**config.mk**
```make
export PLATFORM = sky130hd
export DESIGN_NAME = uart_frame_rx
export DESIGN_NICKNAME = d
export VERILOG_FILES = /design/src/rtl/uart_frame_pkg.sv /design/src/rtl/uart_frame_rx.sv
export SDC_FILE = /design/constraint.sdc
export NUM_CORES = 1
export LEC_CHECK = 0
export BUFFER_PORTS_ARGS = -buffer_cell sky130_fd_sc_hd__buf_4
export CAP_MARGIN = 25
export CORE_UTILIZATION = 57
export CTS_CLUSTER_DIAMETER = 200
export DETAILED_ROUTE_END_ITERATION = 8
export PLACE_DENSITY = 0.86
export SKIP_CTS_REPAIR_TIMING = 1
export SLEW_MARGIN = 15
export SYNTH_ARGS = -nofsm -noshare
export SYNTH_HDL_FRONTEND = slang
export SYNTH_SLANG_ARGS = --single-unit
```
**constraint.sdc**
```tcl
create_clock -name clk -period 2.79 [get_ports clk]
set_input_delay 0.558 -clock clk [delete_from_list [all_inputs] [get_ports clk]]
set_output_delay 0.558 -clock clk [all_outputs]
set_load 0.02 [all_outputs]
```
**src/rtl/uart_frame_pkg.sv**
```systemverilog
// uart_frame_pkg
//   Shared definitions for the UART frame receiver: default start-of-frame
//   marker, receiver state encoding, checksum width and a helper that builds
//   the CHK byte for a payload. The checksum is chosen so that
//   LEN + payload + CHK == 0 (mod 2^CHK_W).
package uart_frame_pkg;

  localparam logic [7:0] SOF_DEFAULT   = 8'hA5;
  localparam int         CHK_W         = 8;
  localparam int         CHK_MAX_BYTES = 256;

  typedef enum logic [2:0] {
    HUNT,
    LEN,
    PAYLOAD,
    CHK,
    DRAIN
  } state_t;

  // CHK byte that makes the frame sum to zero; only the first n entries of
  // payload take part.
  function automatic logic [CHK_W-1:0] frame_chk(
    input logic [7:0] len_byte,
    input logic [7:0] payload [CHK_MAX_BYTES],
    input int         n
  );
    logic [CHK_W-1:0] s;
    s = len_byte;
    for (int i = 0; i < CHK_MAX_BYTES; i++) begin
      if (i < n) s = s + payload[i];
    end
    return -s;
  endfunction

endpackage

```
**src/rtl/uart_frame_rx.sv**
```systemverilog
// uart_frame_rx
//   Frames the byte strobes of a UART receiver into packets of the form
//   [SOF | LEN | PAYLOAD x LEN | CHK], buffers the payload and releases it on
//   a valid/ready stream only once the checksum has passed. Bad frames are
//   dropped and reported with one-cycle error pulses.
//
// Ports
//   clk, reset          clock, synchronous active-high reset
//   in_vld/in_data      one-cycle byte strobe from the UART (no backpressure)
//   in_err              UART receive error strobe; aborts a frame in progress
//   out_vld/out_rdy     payload stream handshake
//   out_data/out_last   payload byte, last-byte-of-frame marker
//   frame_ok            pulse: checksum passed, payload about to be released
//   chk_err             pulse: checksum mismatch
//   len_err             pulse: LEN == 0 or LEN > MAX_PAYLOAD
//   tmo_err             pulse: inter-byte timeout inside a frame
//   ovf_err             pulse: byte arrived while draining and was lost
module uart_frame_rx
  import uart_frame_pkg::*;
#(
  parameter int         MAX_PAYLOAD  = 16,
  parameter logic [7:0] SOF_BYTE     = SOF_DEFAULT,
  parameter int         TIMEOUT_CLKS = 8340
) (
  input  logic       clk,
  input  logic       reset,
  input  logic       in_vld,
  input  logic [7:0] in_data,
  input  logic       in_err,
  output logic       out_vld,
  input  logic       out_rdy,
  output logic [7:0] out_data,
  output logic       out_last,
  output logic       frame_ok,
  output logic       chk_err,
  output logic       len_err,
  output logic       tmo_err,
  output logic       ovf_err
);

  localparam int               LEN_W     = $clog2(MAX_PAYLOAD + 1);
  localparam int               IDX_W     = (MAX_PAYLOAD > 1) ? $clog2(MAX_PAYLOAD) : 1;
  localparam int               TMO_W     = $clog2(TIMEOUT_CLKS);
  localparam logic [7:0]       MAX_LEN_B = 8'(MAX_PAYLOAD);
  // The counter is cleared by the edge that takes a byte, so it holds k-1 in
  // the k-th idle cycle. Deciding one count early lets the registered
  // tmo_err land exactly TIMEOUT_CLKS cycles after the last strobe, and a
  // strobe in that deciding cycle still wins.
  localparam logic [TMO_W-1:0] TMO_LAST  = TMO_W'(TIMEOUT_CLKS - 2);

  state_t           state, state_nxt;
  logic [LEN_W-1:0] len_q, len_nxt;
  logic [CHK_W-1:0] sum_q, sum_nxt;
  logic [IDX_W-1:0] wr_idx, wr_idx_nxt;
  logic [IDX_W-1:0] rd_idx, rd_idx_nxt;
  logic [TMO_W-1:0] tmo_cnt, tmo_cnt_nxt;
  logic             frame_ok_nxt, chk_err_nxt, len_err_nxt, tmo_err_nxt, ovf_err_nxt;
  logic             buf_we;
  logic [7:0]       pay_buf [MAX_PAYLOAD];

  logic             byte_ok;
  logic             in_frame;
  logic [LEN_W-1:0] len_last;
  logic [CHK_W-1:0] chk_total;
  logic             rd_is_last;

  assign byte_ok    = in_vld && !in_err;
  assign in_frame   = (state == LEN) || (state == PAYLOAD) || (state == CHK);
  assign len_last   = len_q - 1'b1;
  assign chk_total  = sum_q + in_data;
  assign rd_is_last = (LEN_W'(rd_idx) == len_last);

  assign out_vld  = (state == DRAIN);
  assign out_data = pay_buf[rd_idx];
  assign out_last = out_vld && rd_is_last;

  always_comb begin
    state_nxt    = state;
    len_nxt      = len_q;
    sum_nxt      = sum_q;
    wr_idx_nxt   = wr_idx;
    rd_idx_nxt   = rd_idx;
    tmo_cnt_nxt  = '0;
    buf_we       = 1'b0;
    frame_ok_nxt = 1'b0;
    chk_err_nxt  = 1'b0;
    len_err_nxt  = 1'b0;
    tmo_err_nxt  = 1'b0;
    ovf_err_nxt  = 1'b0;

    // Inside a frame: UART error aborts silently, otherwise idle cycles age
    // the timer. A byte strobe leaves the timer at its cleared default.
    if (in_frame) begin
      if (in_err) begin
        state_nxt = HUNT;
      end else if (!in_vld) begin
        if (tmo_cnt == TMO_LAST) begin
          tmo_err_nxt = 1'b1;
          state_nxt   = HUNT;
        end else begin
          tmo_cnt_nxt = tmo_cnt + 1'b1;
        end
      end
    end

    case (state)
      HUNT: begin
        if (byte_ok && in_data == SOF_BYTE) state_nxt = LEN;
      end
      LEN: begin
        if (byte_ok) begin
          len_nxt = in_data[LEN_W-1:0];
          sum_nxt = in_data;
          // Range check on the full byte: a truncated LEN could alias into range.
          if (in_data == 8'd0 || in_data > MAX_LEN_B) begin
            len_err_nxt = 1'b1;
            state_nxt   = HUNT;
          end else begin
            wr_idx_nxt = '0;
            state_nxt  = PAYLOAD;
          end
        end
      end
      PAYLOAD: begin
        if (byte_ok) begin
          buf_we     = 1'b1;
          sum_nxt    = sum_q + in_data;
          wr_idx_nxt = wr_idx + 1'b1;
          if (LEN_W'(wr_idx) == len_last) state_nxt = CHK;
        end
      end
      CHK: begin
        if (byte_ok) begin
          if (chk_total == '0) begin
            frame_ok_nxt = 1'b1;
            rd_idx_nxt   = '0;
            state_nxt    = DRAIN;
          end else begin
            chk_err_nxt = 1'b1;
            state_nxt   = HUNT;
          end
        end
      end
      DRAIN: begin
        // The buffer is busy, so any arriving byte is lost, SOF or not.
        if (in_vld) ovf_err_nxt = 1'b1;
        if (out_rdy) begin
          if (rd_is_last) state_nxt = HUNT;
          else            rd_idx_nxt = rd_idx + 1'b1;
        end
      end
      default: state_nxt = HUNT;
    endcase
  end

  always_ff @(posedge clk) begin
    if (reset) begin
      state    <= HUNT;
      len_q    <= '0;
      wr_idx   <= '0;
      rd_idx   <= '0;
      tmo_cnt  <= '0;
      frame_ok <= 1'b0;
      chk_err  <= 1'b0;
      len_err  <= 1'b0;
      tmo_err  <= 1'b0;
      ovf_err  <= 1'b0;
    end else begin
      state    <= state_nxt;
      len_q    <= len_nxt;
      wr_idx   <= wr_idx_nxt;
      rd_idx   <= rd_idx_nxt;
      tmo_cnt  <= tmo_cnt_nxt;
      frame_ok <= frame_ok_nxt;
      chk_err  <= chk_err_nxt;
      len_err  <= len_err_nxt;
      tmo_err  <= tmo_err_nxt;
      ovf_err  <= ovf_err_nxt;
    end
  end

  // Running sum is always reloaded from LEN before use.
  always_ff @(posedge clk) begin
    sum_q <= sum_nxt;
  end

  always_ff @(posedge clk) begin
    if (buf_we) pay_buf[wr_idx] <= in_data;
  end

endmodule

```
==> results.json, run 1 <==
{
  "antenna_found_initial": 0,
  "rsz0062_at_grt": "true",
  "track_usage": 0.265,
  "synth_nets": 529,
  "place_ws_ps": -140,
  "synth_area_per_cell_um2": 15.0,
  "htreeDepth": 4,
  "synth_cell_types": 52,
  "gp_congestion": 0.828,
  "start_util": 0.591,
  "drtPass1Iterations": 5,
  "final_cells": 737,
  "wl_um": 16900,
  "end_kind": "output pin",
  "grt_pass1_wl_um": 25400,
  "syn-instance-count": 500,
  "synth_top_area_frac": 0.543,
  "pin_count": 28,
  "post-synth-top-count-cell": "edfxtp_1",
  "synth_flop_cell": "edfxtp_1",
  "die_y_um": 117,
  "setup_viol": 1,
  "yosys.area_share.simple": 0.110,
  "finalMaxSlewViolations": 0,
  "die_w_um": 117,
  "grt_max_degree": 33,
  "finalNetCount": 582,
  "synth_top_area_cell": "edfxtp_1",
  "cp.required_ps": 2230,
  "p_per_area_nw_per_um2": 596,
  "core-area_um2": 12700,
  "synth_seq_cells": 175,
  "via_per_inst": 6.19,
  "wire_per_inst_um": 22.9,
  "synth-edff-count": 136,
  "synth_top_family_by_area": "multiplexers",
  "grt_pass1_vias": 4627,
  "synth_area_um2": 7520,
  "synthAdderAreaFrac": 0.0276,
  "hp-class": "input pin to flip-flop",
  "fin_tns_setup_ps": -33.1,
  "status": "finished with violations",
  "first_iter_violations": 507,
  "cts_root_buffer": "clkbuf_16",
  "dp_hpwl_um": 10600,
  "async_flop_share": 0,
  "clock-sinks": 175,
  "crit_type": "flip-flop to output pin",
  "tritoncts": "done",
  "globalRoute.totalOverflow": 0,
  "vias": 4560,
  "ir_drop_v": 0.000486,
  "critical_path_arrival_ps": 2270,
  "placed_area_um2": 8030,
  "violations": "negative setup slack",
  "ant_nets": 0,
  "final_util": 0.684,
  "placedCellCount": 701,
  "numCtsBuffers": 17,
  "syn2layout_area_growth_pct": 15.8,
  "fin_area_um2": 8700,
  "drive_gt1_frac": 0.230,
  "relSlewSlack": 0.617,
  "synth_mux_area_frac": 0.121,
  "cp-start-kind": "flip-flop",
  "synth-compound-area-share": 0.0484,
  "die-area_um2": 13600,
  "rows": 41,
  "clock.fmax_ghz": 0.354,
  "max_cap_viol_count": 0,
  "numPortBuffers": 27,
  "cp_max_fo": 8,
  "clock_latency_ps": 430,
  "fin_crit_sh": 1.01,
  "synthXorXnorAreaFrac": 0.0303,
  "fin_worst_skew_ps": 8.84,
  "hold_viol_final": 0,
  "multi_input_area_um2": 2540,
  "drc": 0,
  "synth_seq_area_share": 0.647,
  "layout_min_cycle_time_ps": 2820,
  "netlist_top_cells_count": "edfxtp_1 (136), mux4_2 (40), dfxtp_1 (39)",
  "n_antenna_cell": 0,
  "yosysWarnings": 0,
  "setup_slack_ps": -33.1,
  "max-clock-path-buffers": 2,
  "fillCellCount": 873,
  "yosys-top-cells-area": "edfxtp_1 (54%), mux4_2 (12%), dfxtp_1 (10%)",
  "worst_pin_slew_ps": 574,
  "seq_area_um2": 4870,
  "leakage_nw": 2.88,
  "clkSlewWorstSetupHoldPaths_ps": 60
}
## metal layers
layer | wire, µm | share of wire | up-vias | track usage
li1 | - | - | 2031 | -
met1 | 6500 | 0.38 | 2277 | 0.316
met2 | 8800 | 0.52 | 219 | 0.460
met3 | 1100 | 0.065 | 33 | 0.0685
met4 | 480 | 0.028 | 0 | 0.112
met5 | 0 | 0 | - | 0
## area by class of cell
type,count,area share
Sequential cell,175,0.560
Multi-Input combinational cell,296,0.292
Timing Repair Buffer,50,0.0539
Clock buffer,20,0.0502
Tap cell,172,0.0247
Clock inverter,11,0.0137
Inverter,13,0.00561
## logic make-up (layout without fill, tap and decap cells)
kind of cell,count (synthesis),count (layout)
DFF,175,175
muxes,41,41
AOI/OAI and AO/OA,56,56
and+or+nand+nor,157,157
buffers and inverters,29,94
xor gates and xnor gates,26,26
adders and majority gates,16,16
## per-stage QoR
stage / hold WS (ps) / power (mW)
6_report: 396 / 5.18
3_5_place_dp: 477 / 2.98
4_1_cts: 386 / 5.20
5_1_grt: 401 / 5.33
2_1_floorplan: 441 / 2.91
3_3_place_gp: 458 / 2.97
## path summary, 6_finish.rpt
kind	from	end	slack (ps)	cells past startpoint
hold reg to reg	tmo_cnt[13]	tmo_cnt[13]	490	2
setup / recovery	flip-flop	out_data[5]	-30	4
hold / removal	in_vld	ovf_err	400	2
setup reg to reg	sum_q[0]	flip-flop	190	10
## sequential cells by signal (all words and copies together) (netlist names), 3 cells and up, named ones only
name	flops
pay_buf	128
len_q	5
state	3
rd_idx	4
tmo_cnt	14
wr_idx	4
sum_q	8
## placed cells by master (no fill, tap or decap), types with 3 or more instances in the layout
cell	netlist	layout
dfxtp_1	39	37
clkbuf_16	0	19
a21oi_1	19	19
nand4_1	7	7
clkinv_2	0	3
xor2_1	10	10
inv_1	12	12
ha_1	15	14
and3_1	9	9
nor2b_1	5	5
a32o_1	3	3
mux4_2	40	40
nand3_1	14	14
edfxtp_1	136	136
buf_6	0	9
clkbuf_1	11	3
nand2_1	37	37
xnor2_1	16	16
nor2_1	30	29
nor4_1	5	5
nand2b_1	5	5
or3_1	4	4
nor3b_1	3	3
and2_1	17	17
buf_4	0	37
nor3_1	8	8
o21ai_0	17	17
clkinvlp_4	0	3
## worst max-delay path: stages (launching register included)
cell and delay (ps):
dfxtp_4 420, buf_12 160, mux4_2 560, mux4_2 540, buf_6 160
## report_power, final
part	leakage [nW]	switching (mW)	internal [mW]	total, mW
Sequential	1.54	0.0000213	2.80	2.80
Combinational	1.08	0.0806	0.0406	0.121
Clock	0.263	0.954	1.31	2.26
Total	2.88	1.03	4.15	5.18
Note: power is estimated with default switching activity, not from simulation.
==> run 2: changes to the inputs <==
--- a/config.mk
+++ b/config.mk
@@ -5,6 +5,7 @@
 export SDC_FILE = /design/constraint.sdc
 export NUM_CORES = 1
 export LEC_CHECK = 0
+export ABC_AREA = 1
 export BUFFER_PORTS_ARGS = -buffer_cell sky130_fd_sc_hd__buf_4
 export CAP_MARGIN = 25
 export CORE_UTILIZATION = 57
==> run 2 against run 1 <==
Compared with the run above: the flow now finishes without violations; sequential cell count unchanged; sequential share of layout area decreased by 2.2 points; area after synthesis rose by 5.3%; critical path type unchanged; largest cell class unchanged; highest routed layer unchanged.
==> results.json, run 2 <==
{
  "synth_top_area_cell": "edfxtp_1",
  "synth_top_area_frac": 0.516,
  "max_cap_viol_count": 0,
  "final_common_cell": "edfxtp_1",
  "die_w_um": 120,
  "clock.fmax_ghz": 0.379,
  "fillCellCount": 946,
  "synth_cell_types": 42,
  "power_mw": 5.22,
  "die-area_um2": 14400,
  "status": "finished clean",
  "met3_usage": 0.0589,
  "p_per_area_nw_per_um2": 577,
  "cts_root_buffer": "clkbuf_16",
  "busiest_layer": "met2",
  "synth_seq_area_share": 0.615,
  "grtUsageMet1": 0.332,
  "fin_tns_setup_ps": 0,
  "n_antenna_cell": 0,
  "start_util": 0.590,
  "antenna_found_initial": 0,
  "synth_nets": 767,
  "yosysWarnings": 0,
  "cp-start-kind": "flip-flop",
  "multi_input_area_um2": 2550,
  "drc": 0,
  "seq_area_um2": 4870,
  "clkSlewWorstSetupHoldPaths_ps": 70,
  "synth_seq_cells": 175,
  "finalNetCount": 815,
  "largestRegisters": "pay_buf (128), tmo_cnt (14), sum_q (8)",
  "wl_um": 18000,
  "finalMaxSlewViolations": 0,
  "layout_min_cycle_time_ps": 2640,
  "end_kind": "output pin",
  "globalRoute.totalOverflow": 0,
  "cp.required_ps": 2230,
  "track_usage": 0.266,
  "grt_pass1_wl_um": 28700,
  "ir_drop_v": 0.000363,
  "fin_crit_sh": 0.946,
  "place_ws_ps": 241,
  "ant_nets": 0,
  "netlist_top_cells_count": "edfxtp_1 (136), inv_1 (90), nand2_1 (84)",
  "relSlewSlack": 0.693,
  "use_met2": 0.450,
  "final_util": 0.675,
  "cp_max_fo": 25,
  "htreeDepth": 4,
  "numCtsBuffers": 17,
  "synth_area_per_cell_um2": 10.7,
  "dp_hpwl_um": 11400,
  "clock-sinks": 175,
  "critical_path_arrival_ps": 2080,
  "largest_register": "pay_buf",
  "die_y_um": 120,
  "fin_worst_skew_ps": 9.38,
  "synth_area_um2": 7910,
  "clock_latency_ps": 440,
  "rsz0062_at_grt": "false",
  "core-area_um2": 13400,
  "gp_congestion": 0.859,
  "async_flop_share": 0,
  "syn2layout_area_growth_pct": 14.4,
  "tritoncts": "done",
  "leakage_nw": 3.30,
  "drive_gt1_frac": 0.148,
  "crit_type": "flip-flop to output pin",
  "grt_pass1_vias": 5678,
  "hp-class": "input pin to flip-flop",
  "setup_slack_ps": 150,
  "numPortBuffers": 27,
  "synth-edff-count": 136,
  "synth_flop_cell": "edfxtp_1",
  "hold_viol_final": 0,
  "largest_reg_flops": 128,
  "setup_viol": 0,
  "yosys-top-cells-area": "edfxtp_1 (52%), dfxtp_1 (9.9%), inv_1 (4.3%)",
  "drtPass1Iterations": 6,
  "worst_pin_slew_ps": 460,
  "first_iter_violations": 644,
  "grt_max_degree": 49,
  "max-clock-path-buffers": 2,
  "via_per_inst": 5.99,
  "post-synth-top-count-cell": "edfxtp_1",
  "syn-instance-count": 738,
  "vias": 5838,
  "rows": 42,
  "pin_count": 28,
  "wire_per_inst_um": 18.5,
  "mostFrequentLayoutCells": "edfxtp_1 (136), inv_1 (90), nand2_1 (84)"
}
run 2: logic make-up after synthesis:
logic type	count (synthesis)	synth area share
simple gates	218	0.131
flops	175	0.615
compound gates	158	0.112
buf+inv	128	0.0631
mux	32	0.0405
fa+ha+maj	16	0.0262
xor+xnor	11	0.0122
run 2: per-stage QoR:
| stage | cell area [µm²] | hold slack [ps] | cells |
|---|---|---|---|
| 5_1_grt | 9050 | 343 | 975 |
| 4_1_cts | 9010 | 327 | 974 |
| 3_3_place_gp | 8440 | 441 | 942 |
| 2_1_floorplan | 7910 | 430 | 738 |
| 6_report | 9050 | 338 | 975 |
| 3_5_place_dp | 8440 | 493 | 942 |
run 2: per-layer routing:
layer | routed length, µm | up-vias | share of wire
li1 | - | 2673 | -
met1 | 7080 | 2820 | 0.39
met2 | 9150 | 301 | 0.51
met3 | 1350 | 44 | 0.075
met4 | 427 | 0 | 0.024
met5 | 0 | - | 0
run 2: final timing paths:
path              start          end  slack (ps)  cells past startpoint
max reg2reg    sum_q[0]    flip-flop         530                     16
min reg2reg  tmo_cnt[4]   tmo_cnt[4]         500                      2
max           flip-flop  out_data[3]         150                      6
min               reset     state[2]         340                      2
run 2: cell type report:
class | instances | share of cell area
Multi-Input combinational cell | 435 | 0.282
Timing Repair Buffer | 54 | 0.0488
Clock buffer | 21 | 0.0534
Inverter | 103 | 0.0430
Clock inverter | 11 | 0.0105
Sequential cell | 175 | 0.538
Tap cell | 176 | 0.0243
run 2: worst max-delay path: stages, from the launching register on:
cell,delay [ps]
dfxtp_4,610
buf_4,280
mux2i_1,200
o211ai_1,110
o211ai_1,130
nand2_1,110
buf_4,170
run 2: power breakdown:
part | switching [mW] | leakage, nW | internal (mW) | total (mW)
logic | 0.0899 | 1.48 | 0.0359 | 0.126
registers | 0.0000301 | 1.54 | 2.80 | 2.80
clock network | 1.03 | 0.286 | 1.27 | 2.30
==> run 3: changes to the inputs <==
==> constraint.sdc (replaced) <==
create_clock -name clk -period 3.07 [get_ports clk]
set_input_delay 0.614 -clock clk [delete_from_list [all_inputs] [get_ports clk]]
set_output_delay 0.614 -clock clk [all_outputs]
set_load 0.02 [all_outputs]
==> run 3 against run 2 <==
Compared with the run above: cell area decreased by 1.5%; non-clock buffer count decreased by 16; first-iteration DRC count decreased by 7.6%; total power decreased by 8.2%; sequential share of layout area increased by 0.83 points; final cell count decreased by 1.6%; sequential power decreased by 8.9%; critical endpoint is now out_data[0]; largest cell class unchanged; highest routed layer unchanged.
==> results.json, run 3 (same netlist as run 2, synthesis figures left out) <==
{
  "max-clock-path-buffers": 2,
  "first_iter_violations": 595,
  "die_w_um": 120,
  "cts_root_buffer": "clkbuf_16",
  "dp_hpwl_um": 11100,
  "fin_crit_sh": 0.941,
  "grt_pass1_wl_um": 26900,
  "path_common_cell": "buf_4",
  "ir_drop_v": 0.000268,
  "crit_family": "flip-flops",
  "globalRoute.totalOverflow": 0,
  "setup_viol": 0,
  "critical_path.cell_chain": "buf_4, mux2i_1, o211ai_1, nand3_1, nand2_1, buf_4",
  "die-area_um2": 14400,
  "clock-sinks": 175,
  "gp_congestion": 0.916,
  "pin_count": 28,
  "track_usage": 0.250,
  "core-area_um2": 13400,
  "via_per_inst": 5.84,
  "syn2layout_area_growth_pct": 12.6,
  "cp_max_fo": 43,
  "crit_cells": 6,
  "placed_area_um2": 8320,
  "hp-class": "input pin to flip-flop",
  "relSlewSlack": 0.468,
  "worst_pin_slew_ps": 795,
  "die_y_um": 120,
  "largest_register": "pay_buf",
  "drc": 0,
  "end_kind": "output pin",
  "clock.fmax_ghz": 0.346,
  "cp-start-kind": "flip-flop",
  "hold_end": "state[2]",
  "cp.required_ps": 2460,
  "wire_per_inst_um": 17.6,
  "htreeDepth": 4,
  "rr_startpoint": "state[1]",
  "power_mw": 4.79,
  "numCtsBuffers": 17,
  "vias": 5603,
  "n_antenna_cell": 0,
  "crit_buf_inv": 2,
  "hold_depth": 2,
  "reg2reg_depth": 6,
  "final_util": 0.665,
  "largest_reg_flops": 128,
  "fillCellCount": 930,
  "drtPass1Iterations": 5,
  "start_util": 0.590,
  "fin_tns_setup_ps": 0,
  "status": "finished clean",
  "grt_max_degree": 44,
  "rsz0062_at_grt": "false",
  "cpMaxStageDelayCell": "dfxtp_4",
  "hold_viol_final": 0,
  "crit_path_max_incr_delay_ps": 700,
  "r2r_end": "pay_buf[5][6]",
  "wl_um": 16900,
  "crit_type": "flip-flop to output pin",
  "max_cap_viol_count": 0,
  "ant_nets": 0,
  "numPortBuffers": 27,
  "critical_path_arrival_ps": 2280,
  "antenna_found_initial": 0,
  "grt_pass1_vias": 5466,
  "finalMaxSlewViolations": 0,
  "p_per_area_nw_per_um2": 538,
  "hp-start": "reset",
  "mostFrequentLayoutCells": "edfxtp_1 (136), inv_1 (90), nand2_1 (84)",
  "fin_area_um2": 8910,
  "finalNetCount": 799,
  "reg2reg_slack_ps": 750,
  "largestRegisters": "pay_buf (128), tmo_cnt (14), sum_q (8)",
  "rows": 42,
  "tritoncts": "done",
  "clkSlewWorstSetupHoldPaths_ps": 60,
  "leakage_nw": 3.20,
  "drive_gt1_frac": 0.126,
  "layout_min_cycle_time_ps": 2890,
  "final_common_cell": "edfxtp_1",
  "fin_worst_skew_ps": 8.93,
  "clock_latency_ps": 430
}
## run 3: layout make-up
cell class                 count  area [µm²]  share of cell area
clock buffer                  17         425              0.0477
multi-input combinational    435        2550               0.286
timing repair buffer          38         298              0.0334
clock inverter                15         160              0.0180
tap                          176         220              0.0247
sequential                   175        4870               0.546
inverter                     103         389              0.0437
## run 3: metal layers
metal / GRT usage / vias up / part of all wire
met4: 0.138 / 0 / 0.034
met2: 0.409 / 276 / 0.48
met3: 0.0594 / 49 / 0.079
li1: - / 2642 / -
met5: 0 / - / 0
met1: 0.306 / 2636 / 0.40
## run 3: worst max path at each step
stage / startpoint / endpoint / slack [ps]
floorplan: in_data[0] / flip-flop / 860
global placement: in_data[0] / flip-flop / 450
detailed placement: in_data[0] / flip-flop / 300
CTS: flip-flop / out_data[5] / 220
global route: flip-flop / out_data[7] / 70
finish: flip-flop / out_data[0] / 180
## run 3: power by group
part | total [mW] | internal [mW] | switching [mW]
registers | 2.55 | 2.55 | 0.0000294
clock network | 2.14 | 1.21 | 0.928
logic | 0.113 | 0.0316 | 0.0815
## run 3: stage by stage
stage	setup slack, ps	cells	hold WS [ps]
6_report	181	959	408
5_1_grt	65.7	959	401
2_1_floorplan	864	738	430
4_1_cts	217	959	395
3_5_place_dp	299	927	467
3_3_place_gp	447	927	441
